## config.mk

```make
export PLATFORM = sky130hd
export DESIGN_NAME = trigger_surround_cache
export DESIGN_NICKNAME = d
export VERILOG_FILES = /design/src/rtl/tsc_pkg.sv /design/src/rtl/tsc_ring_buffer.sv /design/src/rtl/trigger_surround_cache.sv
export SDC_FILE = /design/constraint.sdc
export NUM_CORES = 1
export LEC_CHECK = 0
export BUFFER_PORTS_ARGS = -buffer_cell sky130_fd_sc_hd__buf_4
export CORE_ASPECT_RATIO = 0.5
export CORE_MARGIN = 2
export CORE_UTILIZATION = 50
export CTS_BUF_LIST = sky130_fd_sc_hd__clkbuf_8
export CTS_CLUSTER_SIZE = 12
export DETAILED_ROUTE_END_ITERATION = 8
export PLACE_DENSITY = 0.7
export SLEW_MARGIN = 20
export SYNTH_ARGS = -nofsm -noshare
export SYNTH_HDL_FRONTEND = slang
export SYNTH_SLANG_ARGS = --single-unit
```

## constraint.sdc

```tcl
create_clock -name clk -period 3.76 [get_ports clk]
set_clock_uncertainty 0.05 [all_clocks]
set_input_delay 0 -clock clk [delete_from_list [all_inputs] [get_ports clk]]
set_output_delay 0 -clock clk [all_outputs]
set_load 0.02 [all_outputs]
```

## src/rtl/tsc_pkg.sv

```systemverilog
// Shared types and default parameters for the trigger surround cache.
// State codes are visible on the debug port, so their values are fixed.
package tsc_pkg;

  localparam int DATA_W    = 8;
  localparam int BUF_DEPTH = 32;
  localparam int PRE_TRIG  = 16;
  localparam int TS_W      = 32;
  localparam logic [7:0] TRIG_LVL = 8'hD5;

  typedef enum logic [3:0] {
    ST_IDLE = 4'd0,
    ST_RUN  = 4'd1,
    ST_POST = 4'd2,
    ST_DONE = 4'd3,
    ST_SEND = 4'd4
  } state_e;

endpackage

```

## src/rtl/tsc_ring_buffer.sv

```systemverilog
// Sample ring storage: one write port, one asynchronous read port,
// synchronous whole-array clear.
module tsc_ring_buffer #(
  parameter int DATA_W = tsc_pkg::DATA_W,
  parameter int DEPTH  = tsc_pkg::BUF_DEPTH,
  localparam int AW    = $clog2(DEPTH)
) (
  input  logic              clk,
  input  logic              rst_n,
  input  logic              clr_i,
  input  logic              we_i,
  input  logic [AW-1:0]     waddr_i,
  input  logic [DATA_W-1:0] wdata_i,
  input  logic [AW-1:0]     raddr_i,
  output logic [DATA_W-1:0] rdata_o
);

  logic [DATA_W-1:0] mem_q [DEPTH];

  always_ff @(posedge clk or negedge rst_n) begin
    if (!rst_n) begin
      for (int i = 0; i < DEPTH; i++) mem_q[i] <= '0;
    end else if (clr_i) begin
      for (int i = 0; i < DEPTH; i++) mem_q[i] <= '0;
    end else if (we_i) begin
      mem_q[waddr_i] <= wdata_i;
    end
  end

  assign rdata_o = mem_q[raddr_i];

endmodule

```

## src/rtl/trigger_surround_cache.sv

```systemverilog
// Capture engine: rings ADC samples, freezes a window around the first
// sample at or above the trigger level, then shifts it out MSB first.
module trigger_surround_cache #(
  parameter int DATA_W    = tsc_pkg::DATA_W,
  parameter int BUF_DEPTH = tsc_pkg::BUF_DEPTH,
  parameter int PRE_TRIG  = tsc_pkg::PRE_TRIG,
  parameter int TS_W      = tsc_pkg::TS_W,
  parameter logic [DATA_W-1:0] TRIG_LVL = tsc_pkg::TRIG_LVL
) (
  input  logic              clk,
  input  logic              reset,
  input  logic              start,
  input  logic [DATA_W-1:0] adc_data,
  input  logic              req,
  input  logic              sbf,
  output logic              trd,
  output logic              cd,
  output logic              rdy,
  output logic              sd,
  output logic [TS_W-1:0]   trigtm,
  output logic [3:0]        current_state
);

  import tsc_pkg::*;

  localparam int AW    = $clog2(BUF_DEPTH);
  localparam int NBITS = BUF_DEPTH * DATA_W;
  localparam int BW    = $clog2(NBITS);
  localparam int SW    = $clog2(DATA_W);
  localparam int POST_N = BUF_DEPTH - PRE_TRIG - 1;

  localparam logic [AW:0]   PRE_FULL  = (AW+1)'(PRE_TRIG);
  localparam logic [AW-1:0] PRE_OFS   = AW'(PRE_TRIG);
  localparam logic [AW-1:0] POST_LAST = AW'(POST_N - 1);
  localparam logic [BW-1:0] BIT_LAST  = BW'(NBITS - 1);
  localparam logic [SW-1:0] BYTE_LAST = SW'(DATA_W - 1);

  state_e            state_q;
  logic [TS_W-1:0]   ts_q;
  logic [TS_W-1:0]   trigtm_q;
  logic [AW-1:0]     wptr_q;
  logic [AW-1:0]     tidx_q;
  logic [AW-1:0]     pcnt_q;
  logic [AW:0]       fill_q;
  logic [BW-1:0]     bcnt_q;
  logic [DATA_W-1:0] shift_q;
  logic              trd_q;
  logic              cd_q;
  logic              rdy_q;

  logic              hit;
  logic              we;
  logic              clr;
  logic [AW-1:0]     rd_idx;
  logic [AW-1:0]     raddr;
  logic [AW:0]       gap;
  logic [DATA_W-1:0] rdata;
  logic [DATA_W-1:0] rbyte;

  assign hit = adc_data >= TRIG_LVL;
  assign we  = req && (state_q == ST_RUN || state_q == ST_POST);
  assign clr = (state_q == ST_DONE) && start && !sbf;

  // Byte about to be loaded into the shifter, counted from window start.
  assign rd_idx = (state_q == ST_SEND)
                ? bcnt_q[BW-1:SW] + 1'b1
                : '0;
  assign raddr  = tidx_q - PRE_OFS + rd_idx;

  // Leading pre-trigger slots never written in this run read as zero.
  assign gap   = PRE_FULL - fill_q;
  assign rbyte = ({1'b0, rd_idx} < gap) ? '0 : rdata;

  tsc_ring_buffer #(
    .DATA_W (DATA_W),
    .DEPTH  (BUF_DEPTH)
  ) u_ring (
    .clk     (clk),
    .rst_n   (reset),
    .clr_i   (clr),
    .we_i    (we),
    .waddr_i (wptr_q),
    .wdata_i (adc_data),
    .raddr_i (raddr),
    .rdata_o (rdata)
  );

  always_ff @(posedge clk or negedge reset) begin
    if (!reset) begin
      state_q  <= ST_IDLE;
      ts_q     <= '0;
      trigtm_q <= '0;
      wptr_q   <= '0;
      tidx_q   <= '0;
      pcnt_q   <= '0;
      fill_q   <= '0;
      bcnt_q   <= '0;
      shift_q  <= '0;
      trd_q    <= 1'b0;
      cd_q     <= 1'b0;
      rdy_q    <= 1'b0;
    end else begin
      ts_q <= (state_q == ST_IDLE) ? '0 : ts_q + 1'b1;
      unique case (state_q)
        ST_IDLE: begin
          wptr_q <= '0;
          fill_q <= '0;
          if (start) state_q <= ST_RUN;
        end
        ST_RUN: begin
          if (req) begin
            wptr_q <= wptr_q + 1'b1;
            if (hit) begin
              trd_q    <= 1'b1;
              trigtm_q <= ts_q;
              tidx_q   <= wptr_q;
              pcnt_q   <= '0;
              state_q  <= ST_POST;
            end else if (fill_q != PRE_FULL) begin
              fill_q <= fill_q + 1'b1;
            end
          end
        end
        ST_POST: begin
          if (req) begin
            wptr_q <= wptr_q + 1'b1;
            pcnt_q <= pcnt_q + 1'b1;
            if (pcnt_q == POST_LAST) begin
              cd_q    <= 1'b1;
              state_q <= ST_DONE;
            end
          end
        end
        ST_DONE: begin
          if (sbf) begin
            rdy_q   <= 1'b1;
            bcnt_q  <= '0;
            shift_q <= rbyte;
            state_q <= ST_SEND;
          end else if (start) begin
            trd_q   <= 1'b0;
            cd_q    <= 1'b0;
            wptr_q  <= '0;
            fill_q  <= '0;
            state_q <= ST_RUN;
          end
        end
        ST_SEND: begin
          if (bcnt_q == BIT_LAST) begin
            rdy_q   <= 1'b0;
            trd_q   <= 1'b0;
            cd_q    <= 1'b0;
            shift_q <= '0;
            state_q <= ST_IDLE;
          end else begin
            bcnt_q <= bcnt_q + 1'b1;
            if (bcnt_q[SW-1:0] == BYTE_LAST)
              shift_q <= rbyte;
            else
              shift_q <= {shift_q[DATA_W-2:0], 1'b0};
          end
        end
        default: state_q <= ST_IDLE;
      endcase
    end
  end

  assign trd           = trd_q;
  assign cd            = cd_q;
  assign rdy           = rdy_q;
  assign sd            = rdy_q & shift_q[DATA_W-1];
  assign trigtm        = trigtm_q;
  assign current_state = state_q;

endmodule

```

# Yosys cells after proc, flatten, opt, wreduce, memory -nomap -nowiden
# Index checks and enable logic that the tools add are counted.
[totals] regBits=364 inputBits=13 out_inout_bits=40 elab_cells=157
[op_classes] add_sub_neg=9 magnitude_cmp=5 n_eq_ne=20 n_mux=51 bitwise_logic=3 reduce_logical=25
[ops] cell="$mux W256" count=2
[ops] cell="$bwmux W256" count=1
[ops] cell="$mux W8" count=9
[ops] cell="$bmux W8 S5" count=1
[ops] cell="$demux W8 S5" count=1
[ops] cell="$mux W5" count=7
[ops] cell="$add A32 B1 Y32 const B" count=1
[ops] cell="$mux W32" count=1
[ops] cell="$pmux W8 S2" count=2
[ops] cell="$mux W6" count=5
[ops] cell="$mux W4" count=7
[ops] cell="$pmux W4 S5" count=1
[ops] cell="$pmux W6 S3" count=1
[ops] cell="$reduce_and A6 Y1" count=3
[ops] cell="$ne A2 B2 Y1 const B" count=8
[ops] cell="$add A5 B1 Y5 const B" count=3
[ops] cell="$pmux W5 S3" count=1
[ops] cell="$ge A6 B6 Y1 const B" count=2
[ops] cell="$not A5 Y6" count=2
[ops] cell="$reduce_bool A3 Y1" count=4
[ops] cell="$pmux W5 S2" count=1
[ops] cell="$reduce_and A3 Y1" count=3
[ops] cell="$add A8 B1 Y8 const B" count=1
[ops] cell="$eq A4 B2 Y1 const B" count=2
[ops] cell="27 further kinds" count=44

# Logic depth before layout (Yosys ltp)
# Gate-level depths: netlist (run 1).
[logic_depth] depth_word=11 depth_mapped=13 depth_no_buf=11

# Hierarchy
# From an unflattened synthesis (run 1), not the netlist that was laid out.
[hier_totals] hier_cells=1864 area_unflattened_um2=18644.1
[modules_own_cells] mod="tsc_ring_buffer" n_inst=1 cells_per_inst=1318 area_per_inst_um2=13036.3 seq_area_each_um2=6406.1
[modules_own_cells] mod="trigger_surround_cache" n_inst=1 cells_per_inst=546 area_per_inst_um2=5607.9 seq_area_each_um2=2702.6

# Worst setup path before layout (run 1)
# OpenSTA, ideal clock, no wires.
[synth_timing] path_kind="flip-flop to flip-flop" from="register state_q[1] (netlist: current_state[1])" to="register shift_q[3]" setup_time_ns=0.135 arrival_time_ns=3.589 t_required_ns=3.575 setup_slack_ns=-0.014 stages_incl_launch_ff=12 n_path_buf=2 period_less_slack_ns=3.774 cell_sequence="dfrtp_1 nor4b_4 and2_1 ha_1 ha_1 fa_1 buf_2 buf_1 mux4_2 mux2_2 o2111ai_1 o211ai_1"
[synth_between] elab_chain_cells=11 word_cells_on_any_way=17 classes_between="add/sub (1); order compare (1); eq/ne (3); mux (9); bitwise (1); reduce/logical (2)"
[synth_rtl] item="start: declaration" line="trigger_surround_cache.sv:38" rtl="state_e state_q;"
[synth_rtl] item="start signal: assignment" line="trigger_surround_cache.sv:90" rtl="state_q <= ST_IDLE;"
[synth_rtl] item="start signal: assignment" line="trigger_surround_cache.sv:108" rtl="if (start) state_q <= ST_RUN;"
[synth_rtl] item="start signal: assignment" line="trigger_surround_cache.sv:118" rtl="state_q <= ST_POST;"
[synth_rtl] item="$eq A4 B3 Y1" line="trigger_surround_cache.sv:65, trigger_surround_cache.sv:104"
[synth_rtl] item="$mux W5" line="trigger_surround_cache.sv:66" rtl="? bcnt_q[BW-1:SW] + 1'b1"
[synth_rtl] item="$add A5 B5 Y5" line="trigger_surround_cache.sv:68" rtl="assign raddr = tidx_q - PRE_OFS + rd_idx;"
[synth_rtl] item="$not A5 Y6 (implied by the code)" line="tsc_ring_buffer.sv:30" rtl="assign rdata_o = mem_q[raddr_i];"
[synth_rtl] item="$bmux W8 S5" line="tsc_ring_buffer.sv:30"
[synth_rtl] item="$mux W8 (implied by the code) (2 in series)" line="tsc_ring_buffer.sv:30"
[synth_rtl] item="$mux W8" line="trigger_surround_cache.sv:72" rtl="assign rbyte = ({1'b0, rd_idx} < gap) ? '0 : rdata;"
[synth_rtl] item="$mux W8" line="trigger_surround_cache.sv:157" rtl="if (bcnt_q[SW-1:0] == BYTE_LAST)"
[synth_rtl] item="$mux W8" line="trigger_surround_cache.sv:149" rtl="if (bcnt_q == BIT_LAST) begin"
[synth_rtl] item="$pmux W8 S2" line="trigger_surround_cache.sv:104" rtl="unique case (state_q)"
[synth_rtl] item="end signal: assignment" line="trigger_surround_cache.sv:138" rtl="shift_q <= rbyte;"
[synth_rtl] item="end signal: assignment" line="trigger_surround_cache.sv:158" rtl="shift_q <= rbyte;"
[synth_rtl] item="end signal: assignment" line="trigger_surround_cache.sv:160" rtl="shift_q <= {shift_q[DATA_W-2:0], 1'b0};"
[synth_rtl] item="end: declaration" line="trigger_surround_cache.sv:46" rtl="logic [DATA_W-1:0] shift_q;"
# Several ways; a longest one is shown, not always the timed one. The select of a mux whose other input is x is not followed.
# A chain may end at the register's enable or synchronous reset.

# Worst setup path in the final report (run 1)
[layout_timing] from="register bcnt_q[3]" to="register shift_q[5]"
[layout_between] elab_chain_cells=11 word_cells_on_any_way=14 classes_between="add/sub (2); order compare (1); eq/ne (1); mux (9); bitwise (1)"
[layout_rtl] item="start: declaration" line="trigger_surround_cache.sv:45" rtl="logic [BW-1:0] bcnt_q;"
[layout_rtl] item="start signal: assignment" line="trigger_surround_cache.sv:156" rtl="bcnt_q <= bcnt_q + 1'b1;"
[layout_rtl] item="$add A5 B1 Y5" line="trigger_surround_cache.sv:66"
[layout_rtl] item="$mux W5" line="trigger_surround_cache.sv:66"
[layout_rtl] item="$add A5 B5 Y5" line="trigger_surround_cache.sv:68"
[layout_rtl] item="$not A5 Y6 (implied by the code)" line="tsc_ring_buffer.sv:30"
[layout_rtl] item="$bmux W8 S5" line="tsc_ring_buffer.sv:30"
[layout_rtl] item="$mux W8 (implied by the code) (2 in series)" line="tsc_ring_buffer.sv:30"
[layout_rtl] item="$mux W8" line="trigger_surround_cache.sv:72"
[layout_rtl] item="$mux W8" line="trigger_surround_cache.sv:157"
[layout_rtl] item="$mux W8" line="trigger_surround_cache.sv:149"
[layout_rtl] item="$pmux W8 S2 (*)" line="trigger_surround_cache.sv:104"
# Mark *: on every way between the ends. The rest lies on a longest branch, timed or not. The select of a mux whose other input is x is not followed.

==> summary by stage, run 1 <==
STA
Measured against its own limit, the worst slew margin works out to 42.7%. The hold violation total from the final report is 0. The transition at the pin with the smallest max-transition slack is 860 ps. In the post-route analysis, the smallest setup slack over all paths is 304 ps. The accumulated negative setup slack is 0 ps. Setup violations remaining at the end of the flow were counted as 0.

Dividing the final minimum period by the clock period gives 91.9%. The highest clock rate is 0.289 GHz. The total count of max-transition violations in the final report is 0. Setup repair after global routing left no endpoint under its margin. The time the worst path needs with I/O delays and setup is 3460 ps.

Yosys
The sequential cell area fraction in the yosys report is 50.1%. The post-synthesis area per instance is 9.86 sq um. The synthesized netlist cell count is 1,845. After Yosys synthesis, full adders, half adders and majority gates account for 1.69% of the synthesized area.

The xor/xnor cell area share of the yosys netlist is 2.36%. The mux cell area share after synthesis is 11.6%. Counting flops and latches in the post-synthesis netlist gives 364. Synthesis produced a netlist with a net count of 1,882.

The post-synthesis async set-or-reset flop share is 100%. Counting flops with a built-in enable in the synthesized netlist gives 0. The main combinational cell family by area after synthesis is simple AND/OR/NAND/NOR gates. By area the synthesized netlist is led by sky130_fd_sc_hd__dfrtp_1 50%, sky130_fd_sc_hd__mux4_2 8.7%, sky130_fd_sc_hd__nand3_1 7.9%. Summing the areas of all compound-gate instances in the mapped netlist gives 10.4% of the synthesized area. The number of distinct standard cells referenced by the synthesized netlist is 62. The simple logic cell fraction of the synthesized area is 19.6%. The largest total area in the synthesized netlist belongs to sky130_fd_sc_hd__dfrtp_1. The number of synthesis warnings is 0. In the synthesized netlist the dominant register cell turns out to be sky130_fd_sc_hd__dfrtp_1. The fraction of synthesized cell area taken by the top area cell type is 50.1%. The mapped netlist covers 18,200 sq um.

Global routing
The total routing usage reported by global routing is 25.8%. The first global-routing pass estimated 78,100 microns of wire. The number of antenna violations at the first check in global routing is 0. The number of global-route vias before repair is 14,051. For this run the aggregate overflow at the end of global routing stands at 0.

Entering global routing, the biggest net connects 128 pins.

Clocking
CTS built an H-tree with a depth of 2. The clock latency reported for the late side of the worst-skew pair is 620 ps. The buffer type at the clock tree root is sky130_fd_sc_hd__clkbuf_8. The CTS tree is built.

The number of clock sinks is 364. In this run the deepest clock path goes through 3 buffers. The number of setup buffers added after CTS is 0. After clock tree synthesis, the clock-pin slew on the worst setup and hold paths is 70 ps. The clock buffer count from CTS is 53.

Route
In the routed design, unresolved DRC markers number 0. The residual antenna-violating net count after detailed routing is 0. The starting DRC count in detailed routing is 1,610. Using the TritonRoute via totals, the vias-per-cell ratio works out to 5.98. The total wire length is 48,000 microns. The count of TritonRoute iterations in the first routing pass is 7. Dividing the detail-routed wire length by the instance count gives 20.1 microns.

The routed layout has 14,277 vias.

Placement
Buffers placed on the I/O ports in this run total 52. OpenSTA, run right after detailed placement, puts the worst setup slack at 247 ps. Detailed placement ended at an HPWL of 30,200 microns. The routability-driven placement congestion ratio is 0.862.

Worst setup path
The setup slack of the most critical reg-to-reg path is 300 ps. STA classifies the critical path endpoint as a flop. STA classifies the critical path startpoint as a flop. The data required time at the worst endpoint is 4190 ps. The biggest fanout along the worst timing path is 46. The type of the worst setup path is reg2reg. The endpoint of the worst-slack reg-to-reg timing path is shift_q[5]$_DFFE_PN0P_. The launching element of the worst setup path is bcnt_q[3]$_DFFE_PN0P_. Counting cells, the worst reg-to-reg path comes to 10. The data arrival time of the critical path is 3880 ps. The origin of the critical flop-to-flop path is bcnt_q[3]$_DFFE_PN0P_.

Job
Across the run, the number of max-cap violations was 0.

Worst hold path
In this run the most critical hold path is launched from req. The worst hold path terminates at fill_q[1]$_DFFE_PN0P_. Along the worst hold path, the cell count comes to 6. The min-delay analysis places its worst path in the category in2reg.

Floorplanning
53 I/O pins were placed. The core region is 35,900 sq um. The horizontal die dimension is 274 microns. The number of placement rows is 49. The overall die area is 38,000 sq um. The initial core utilization is 50.7%. In this run the vertical extent of the chip is 139 microns.

Cells and area
In the final design database the tool counted 1,896 nets. The area added between synthesis and finish is 12.2%. In the final layout, the share of cells above drive strength 1 is 17.8%. The number of diodes added for antenna fixing is 0.

Power and ir drop
Summed over all cells, the static leakage comes to 8.86 nW. The highest ir drop seen on vdd is 286 uV. In this run the power density over the cells is 481 nW/um^2.

Run status
The flow ran to the end, and the final reports show no timing, DRC or antenna violations.
## layout make-up
type                    instances  area (sq um)
inverters                      13          48.8
fillers                      3040         15400
clock inverters                32           196
well taps                     484           606
clock buffers                  66           908
multi-input cells            1304          8360
flip-flops and latches        364          9110
repair buffers                123          1190
## how the worst max path moves through the flow
stage / to / slack, ps / cells after the start
5_1_grt: shift_q[3]$_DFFE_PN0P_ / 40 / 11
2_1_floorplan: shift_q[3]$_DFFE_PN0P_ / 230 / 11
6_report: shift_q[5]$_DFFE_PN0P_ / 300 / 10
4_1_cts: shift_q[5]$_DFFE_PN0P_ / 200 / 11
3_3_place_gp: shift_q[2]$_DFFE_PN0P_ / 360 / 11
3_5_place_dp: shift_q[5]$_DFFE_PN0P_ / 250 / 11
## layer usage
layer,global-route usage (%),vias up,share of wire (%),wire (microns)
met4,7.36,0,2.0,953
met3,7.25,81,9.8,4680
met1,37.2,7052,43,20800
met5,0,-,0,0
met2,38.1,621,45,21500
li1,-,6523,-,-
## timing repair
item                                    CTS  global route
hold buffers                             15             1
hold endpoints to repair                395            68
endpoints found under the setup margin    0             5
resized for setup                         0             1
## sequential cells by signal (all words and copies together) (netlist names)
name           cells
tidx_q             5
current_state      4
pcnt_q             5
ts_q              32
rdy                1
shift_q            8
bcnt_q             8
u_ring.mem_q     256
trd                1
cd                 1
wptr_q             5
fill_q             6
trigtm            32
## cells in the mapped netlist, types with 5 or more instances
cell                          n
sky130_fd_sc_hd__a21oi_1    269
sky130_fd_sc_hd__a22oi_1     12
sky130_fd_sc_hd__and2_1       9
sky130_fd_sc_hd__and3_1      12
sky130_fd_sc_hd__buf_2       47
sky130_fd_sc_hd__buf_4        7
sky130_fd_sc_hd__buf_6        5
sky130_fd_sc_hd__clkbuf_1   101
sky130_fd_sc_hd__dfrtp_1    364
sky130_fd_sc_hd__ha_1        23
sky130_fd_sc_hd__inv_1       12
sky130_fd_sc_hd__mux2_2      39
sky130_fd_sc_hd__mux2i_1      9
sky130_fd_sc_hd__mux4_2      70
sky130_fd_sc_hd__nand2_1    315
sky130_fd_sc_hd__nand2_2     19
sky130_fd_sc_hd__nand2b_1     8
sky130_fd_sc_hd__nand3_1    286
sky130_fd_sc_hd__nand4_1     10
sky130_fd_sc_hd__nor2_1      55
sky130_fd_sc_hd__nor3_1      19
sky130_fd_sc_hd__nor4b_1      5
sky130_fd_sc_hd__o2111ai_1    6
sky130_fd_sc_hd__o211ai_1     8
sky130_fd_sc_hd__o21ai_0     23
sky130_fd_sc_hd__o31ai_1      5
sky130_fd_sc_hd__or3_1        5
sky130_fd_sc_hd__xnor2_1     14
sky130_fd_sc_hd__xor2_1      35
## critical path, cell delays in order, from the launching register on
cell	delay (ps)
sky130_fd_sc_hd__dfrtp_1	460
sky130_fd_sc_hd__ha_1	310
sky130_fd_sc_hd__and2_1	160
sky130_fd_sc_hd__ha_1	280
sky130_fd_sc_hd__ha_2	200
sky130_fd_sc_hd__fa_2	550
sky130_fd_sc_hd__buf_12	240
sky130_fd_sc_hd__mux4_2	360
sky130_fd_sc_hd__mux2_2	290
sky130_fd_sc_hd__o2111ai_1	240
sky130_fd_sc_hd__o211ai_1	140
## kinds of logic (layout without fill, tap and decap cells)
logic type / Yosys count / count (layout)
and+or+nand+nor: 766 / 766
DFF: 364 / 364
AOI/OAI and AO/OA: 346 / 346
buffers and inverters: 177 / 234
muxes: 118 / 118
xor gates and xnor gates: 49 / 49
adders and majority gates: 24 / 24
other: 1 / 1
## where the power goes
| group | total, mW | switching [mW] | internal, mW | leakage (nW) |
|---|---|---|---|---|
| Sequential | 4.50 | 0.282 | 4.21 | 5.03 |
| Combinational | 2.01 | 1.15 | 0.858 | 3.17 |
| Clock | 3.31 | 1.58 | 1.73 | 0.650 |
## through the flow
step           hold WS [ps]  utilization, %  total power [mW]  cell area, sq um  std cells
2_1_floorplan          -346               -              5.86             18200       1845
3_3_place_gp            155            53.3              6.50             19100       2271
3_5_place_dp            150            53.3              6.53             19100       2271
4_1_cts                76.8            56.8              9.85             20400       2384
5_1_grt                 380            56.9              10.3             20400       2386
6_report                359            56.9              9.81             20400       2386
## cell usage in the layout (no fill, tap or decap), drive strengths merged, types with 4 or more instances in the layout
cell type	count
mux2	39
dlygate4sd3	16
mux4	70
clkinv	9
inv	34
buf	107
or3	5
a21oi	270
o31ai	5
nor4b	6
ha	23
nand3	287
clkbuf	66
and2	9
a211oi	4
nor2	55
a21o	4
nor3	19
nand2b	8
nand2	334
o21ai	26
mux2i	9
a22oi	12
xor2	35
xnor2	14
nor2b	4
and3	12
dfrtp	364
nand4	10
o211ai	8
o2111ai	6
(Power assumes the default switching activity.)
==> run 2: changes to the inputs <==
--- a/config.mk
+++ b/config.mk
@@ -6,13 +6,15 @@
 export NUM_CORES = 1
 export LEC_CHECK = 0
 export BUFFER_PORTS_ARGS = -buffer_cell sky130_fd_sc_hd__buf_4
+export CELL_PAD_IN_SITES_DETAIL_PLACEMENT = 2
+export CELL_PAD_IN_SITES_GLOBAL_PLACEMENT = 2
 export CORE_ASPECT_RATIO = 0.5
 export CORE_MARGIN = 2
-export CORE_UTILIZATION = 50
+export CORE_UTILIZATION = 38
 export CTS_BUF_LIST = sky130_fd_sc_hd__clkbuf_8
 export CTS_CLUSTER_SIZE = 12
 export DETAILED_ROUTE_END_ITERATION = 8
-export PLACE_DENSITY = 0.7
+export PLACE_DENSITY = 0.79
 export SLEW_MARGIN = 20
 export SYNTH_ARGS = -nofsm -noshare
 export SYNTH_HDL_FRONTEND = slang
==> summary by stage, run 2 (synthesis results as in run 1) <==
Route
Using the TritonRoute via totals, the vias-per-cell ratio works out to 5.94. For this block, the initial DRC count from the detailed router was 1,041. The total wire length is 64,200 microns. Summing over every cut layer, the via total after detailed routing is 15,112. Once detail routing completed, the nets flagged for antenna violations numbered 0. The average detailed-routed wire length per instance is 25.2 microns. For this run, design rule violations remaining after detail routing come to 0. The first detailed-routing pass ran for 5 iterations.

STA
The final critical-path share of the clock period is 93.9%. The hold violation total from the final report came to 0. Headroom to the max-slew limit came out at 33.7%. The time the worst path needs with I/O delays and setup is 3530 ps. Setup repair after global routing left no endpoint under its margin. The total count of max-transition violations in the final report is 0. After routing, the total negative slack on setup checks comes to 0 ps. For the pin with the worst max-slew slack, the measured transition is 995 ps.

Across all setup checks in the final design, the least slack found is 231 ps. The total setup violations reported at the end of the flow is 0. Based on the critical path, the design can be clocked at up to 0.283 GHz.

Worst setup path
The slowest stage of the critical path belongs to the cell sky130_fd_sc_hd__fa_2. STA classifies the critical path startpoint as a flop. For the worst setup path, the data arrival time is 3980 ps.

STA puts the critical path data required time at 4210 ps. Along the worst path, the maximum fanout reaches 46. The biggest cell delay along the critical path is 620 ps. The type of the worst setup path is reg2reg. The signal on the critical path passes through nor2_2 -> nand3_1 -> nor2_1 -> ha_1 -> fa_2 -> buf_12 -> mux4_2 -> mux2i_1 -> o21ai_0 -> o2111ai_1 -> o211ai_1. Measured in cells, the most critical reg-to-reg path has a length of 11. The number of cells on the critical path is 11.

For flop-to-flop paths, the worst setup slack is 230 ps. Together, buffers and inverters on the worst path number 1. STA classifies the critical path endpoint as a flop.

The kind of cell adding the most delay to the critical path is adder cells.

Clocking
TritonCTS built the clock tree. For this design, the sink count on the clock tree is 364. Counting the buffers created by CTS gives 57. The clock input transition at the sequential cells of the worst setup and hold paths is 70 ps. The clock latency reported for the late side of the worst-skew pair is 650 ps. Once the clock tree was built, the setup fixing pass inserted 0 buffers. The buffer type at the clock tree root is sky130_fd_sc_hd__clkbuf_8. The clock passes through at most 3 buffers. The count of H-tree levels built during CTS is 2.

Power and ir drop
The power per unit of standard cell area is 492 nW/um^2. The worst-case IR drop observed on VDD is 239 uV. The leakage component of the power is 8.88 nW.

Global routing
The number of antenna violations at the first check in global routing is 3. The total routing usage reported by global routing is 26.1%. The first global-routing pass estimated 101,000 microns of wire. The number of global-route vias before repair is 16,480.

The residual overflow from global routing is 0. The pin count of the biggest net entering global routing is 173.

Floorplanning
Measured along the x axis, the die boundary spans 313 microns. The core region is 47,000 sq um. Pin placement for this block handled 53 I/O pins. The overall die height is 159 microns. The initial utilization of the core area, before any placement, comes to 38.7%.

The number of placement rows is 56. The die covers 49,700 sq um.

Job
The max-cap check violation count is 0.

Cells and area
The net count of the finished layout is 1,901. The repair_antennas step left the layout with diodes totalling 0. Compared with the post-synthesis result, the final layout area differs by 13.4%. In the final layout, the share of cells above drive strength 1 is 17.9%. The register with the most flip-flops in the layout has 256 of them. The total of fill cells in the finished design is 4,924. In the layout the commonest cells are 364 x sky130_fd_sc_hd__dfrtp_1, 315 x sky130_fd_sc_hd__nand2_1, 286 x sky130_fd_sc_hd__nand3_1. More flip-flops sit in one register than any other, and that register is u_ring.mem_q. The library cell used most frequently in the layout, excluding fill and tap cells, is sky130_fd_sc_hd__dfrtp_1.

Placement
The routability-driven placement congestion ratio is 0.829. Before CTS, the worst setup slack after placement is 237 ps. The count of input and output buffers is 52. The HPWL after detailed placement is 40,200 microns.

Run status
The flow ran to the end, and the final reports show no timing, DRC or antenna violations.

Worst hold path
The classification of the worst-slack hold path is in2async.
[run 2: metal layers]
layer / vias to the layer above / routed length (microns) / GRT usage (%) / share of wire [%]
met3: 118 / 3880 / 5.38 / 6.0
met5: - / 9 / 0 / 0.014
met1: 8030 / 29000 / 36.4 / 45
li1: 6528 / - / - / -
met4: 2 / 1510 / 6.46 / 2.3
met2: 434 / 29800 / 41.5 / 46
[run 2: layout make-up]
| type | count | area [sq um] | share of cell area [%] |
|---|---|---|---|
| flip-flops and latches | 364 | 9110 | 44.2 |
| multi-input cells | 1304 | 8370 | 40.6 |
| repair buffers | 124 | 1160 | 5.63 |
| clock buffers | 73 | 1000 | 4.87 |
| well taps | 638 | 798 | 3.87 |
| clock inverters | 30 | 131 | 0.637 |
| inverters | 13 | 48.8 | 0.237 |
[run 2: worst paths after layout]
| check | start | end |
|---|---|---|
| worst max-delay path | current_state[1]$_DFFE_PN0P_ | shift_q[2]$_DFFE_PN0P_ |
| worst min-delay path | reset | u_ring.mem_q[211]$_DFFE_PN0P_ |
| worst max register to register | current_state[1]$_DFFE_PN0P_ | shift_q[2]$_DFFE_PN0P_ |
| worst min register to register | trigtm[15]$_DFFE_PN0P_ | trigtm[15]$_DFFE_PN0P_ |
| max in group asynchronous | reset | ts_q[14]$_DFF_PN0_ |
| min in group clk | adc_data[2] | u_ring.mem_q[2]$_DFFE_PN0P_ |
[run 2: report_power, final]
| part | leakage, nW | internal (mW) | switching (mW) |
|---|---|---|---|
| sequential | 5.03 | 4.21 | 0.357 |
| clock | 0.672 | 1.74 | 1.71 |
| combinational | 3.17 | 0.850 | 1.28 |
[run 2: tightest hold or removal path: cells and delay by family]
family / cells / cell delay [ps]
buffers and inverters: 3 / 1390
[run 2: through the flow]
stage | std cells | utilization, % | area [sq um] | hold slack [ps] | total power, mW
floorplan | 1845 | - | 18200 | -346 | 5.86
global placement | 2426 | 41.0 | 19300 | 72.6 | 6.61
detailed placement | 2426 | 41.0 | 19300 | 66.3 | 6.70
CTS | 2546 | 43.8 | 20600 | 320 | 10.2
global route | 2546 | 43.9 | 20600 | 354 | 10.6
finish | 2546 | 43.9 | 20600 | 357 | 10.1
[run 2: what timing repair did]
action	in CTS	in global routing
hold endpoints to repair	454	0
gates resized for setup	0	2
setup endpoints to repair	0	4
hold buffers	17	0
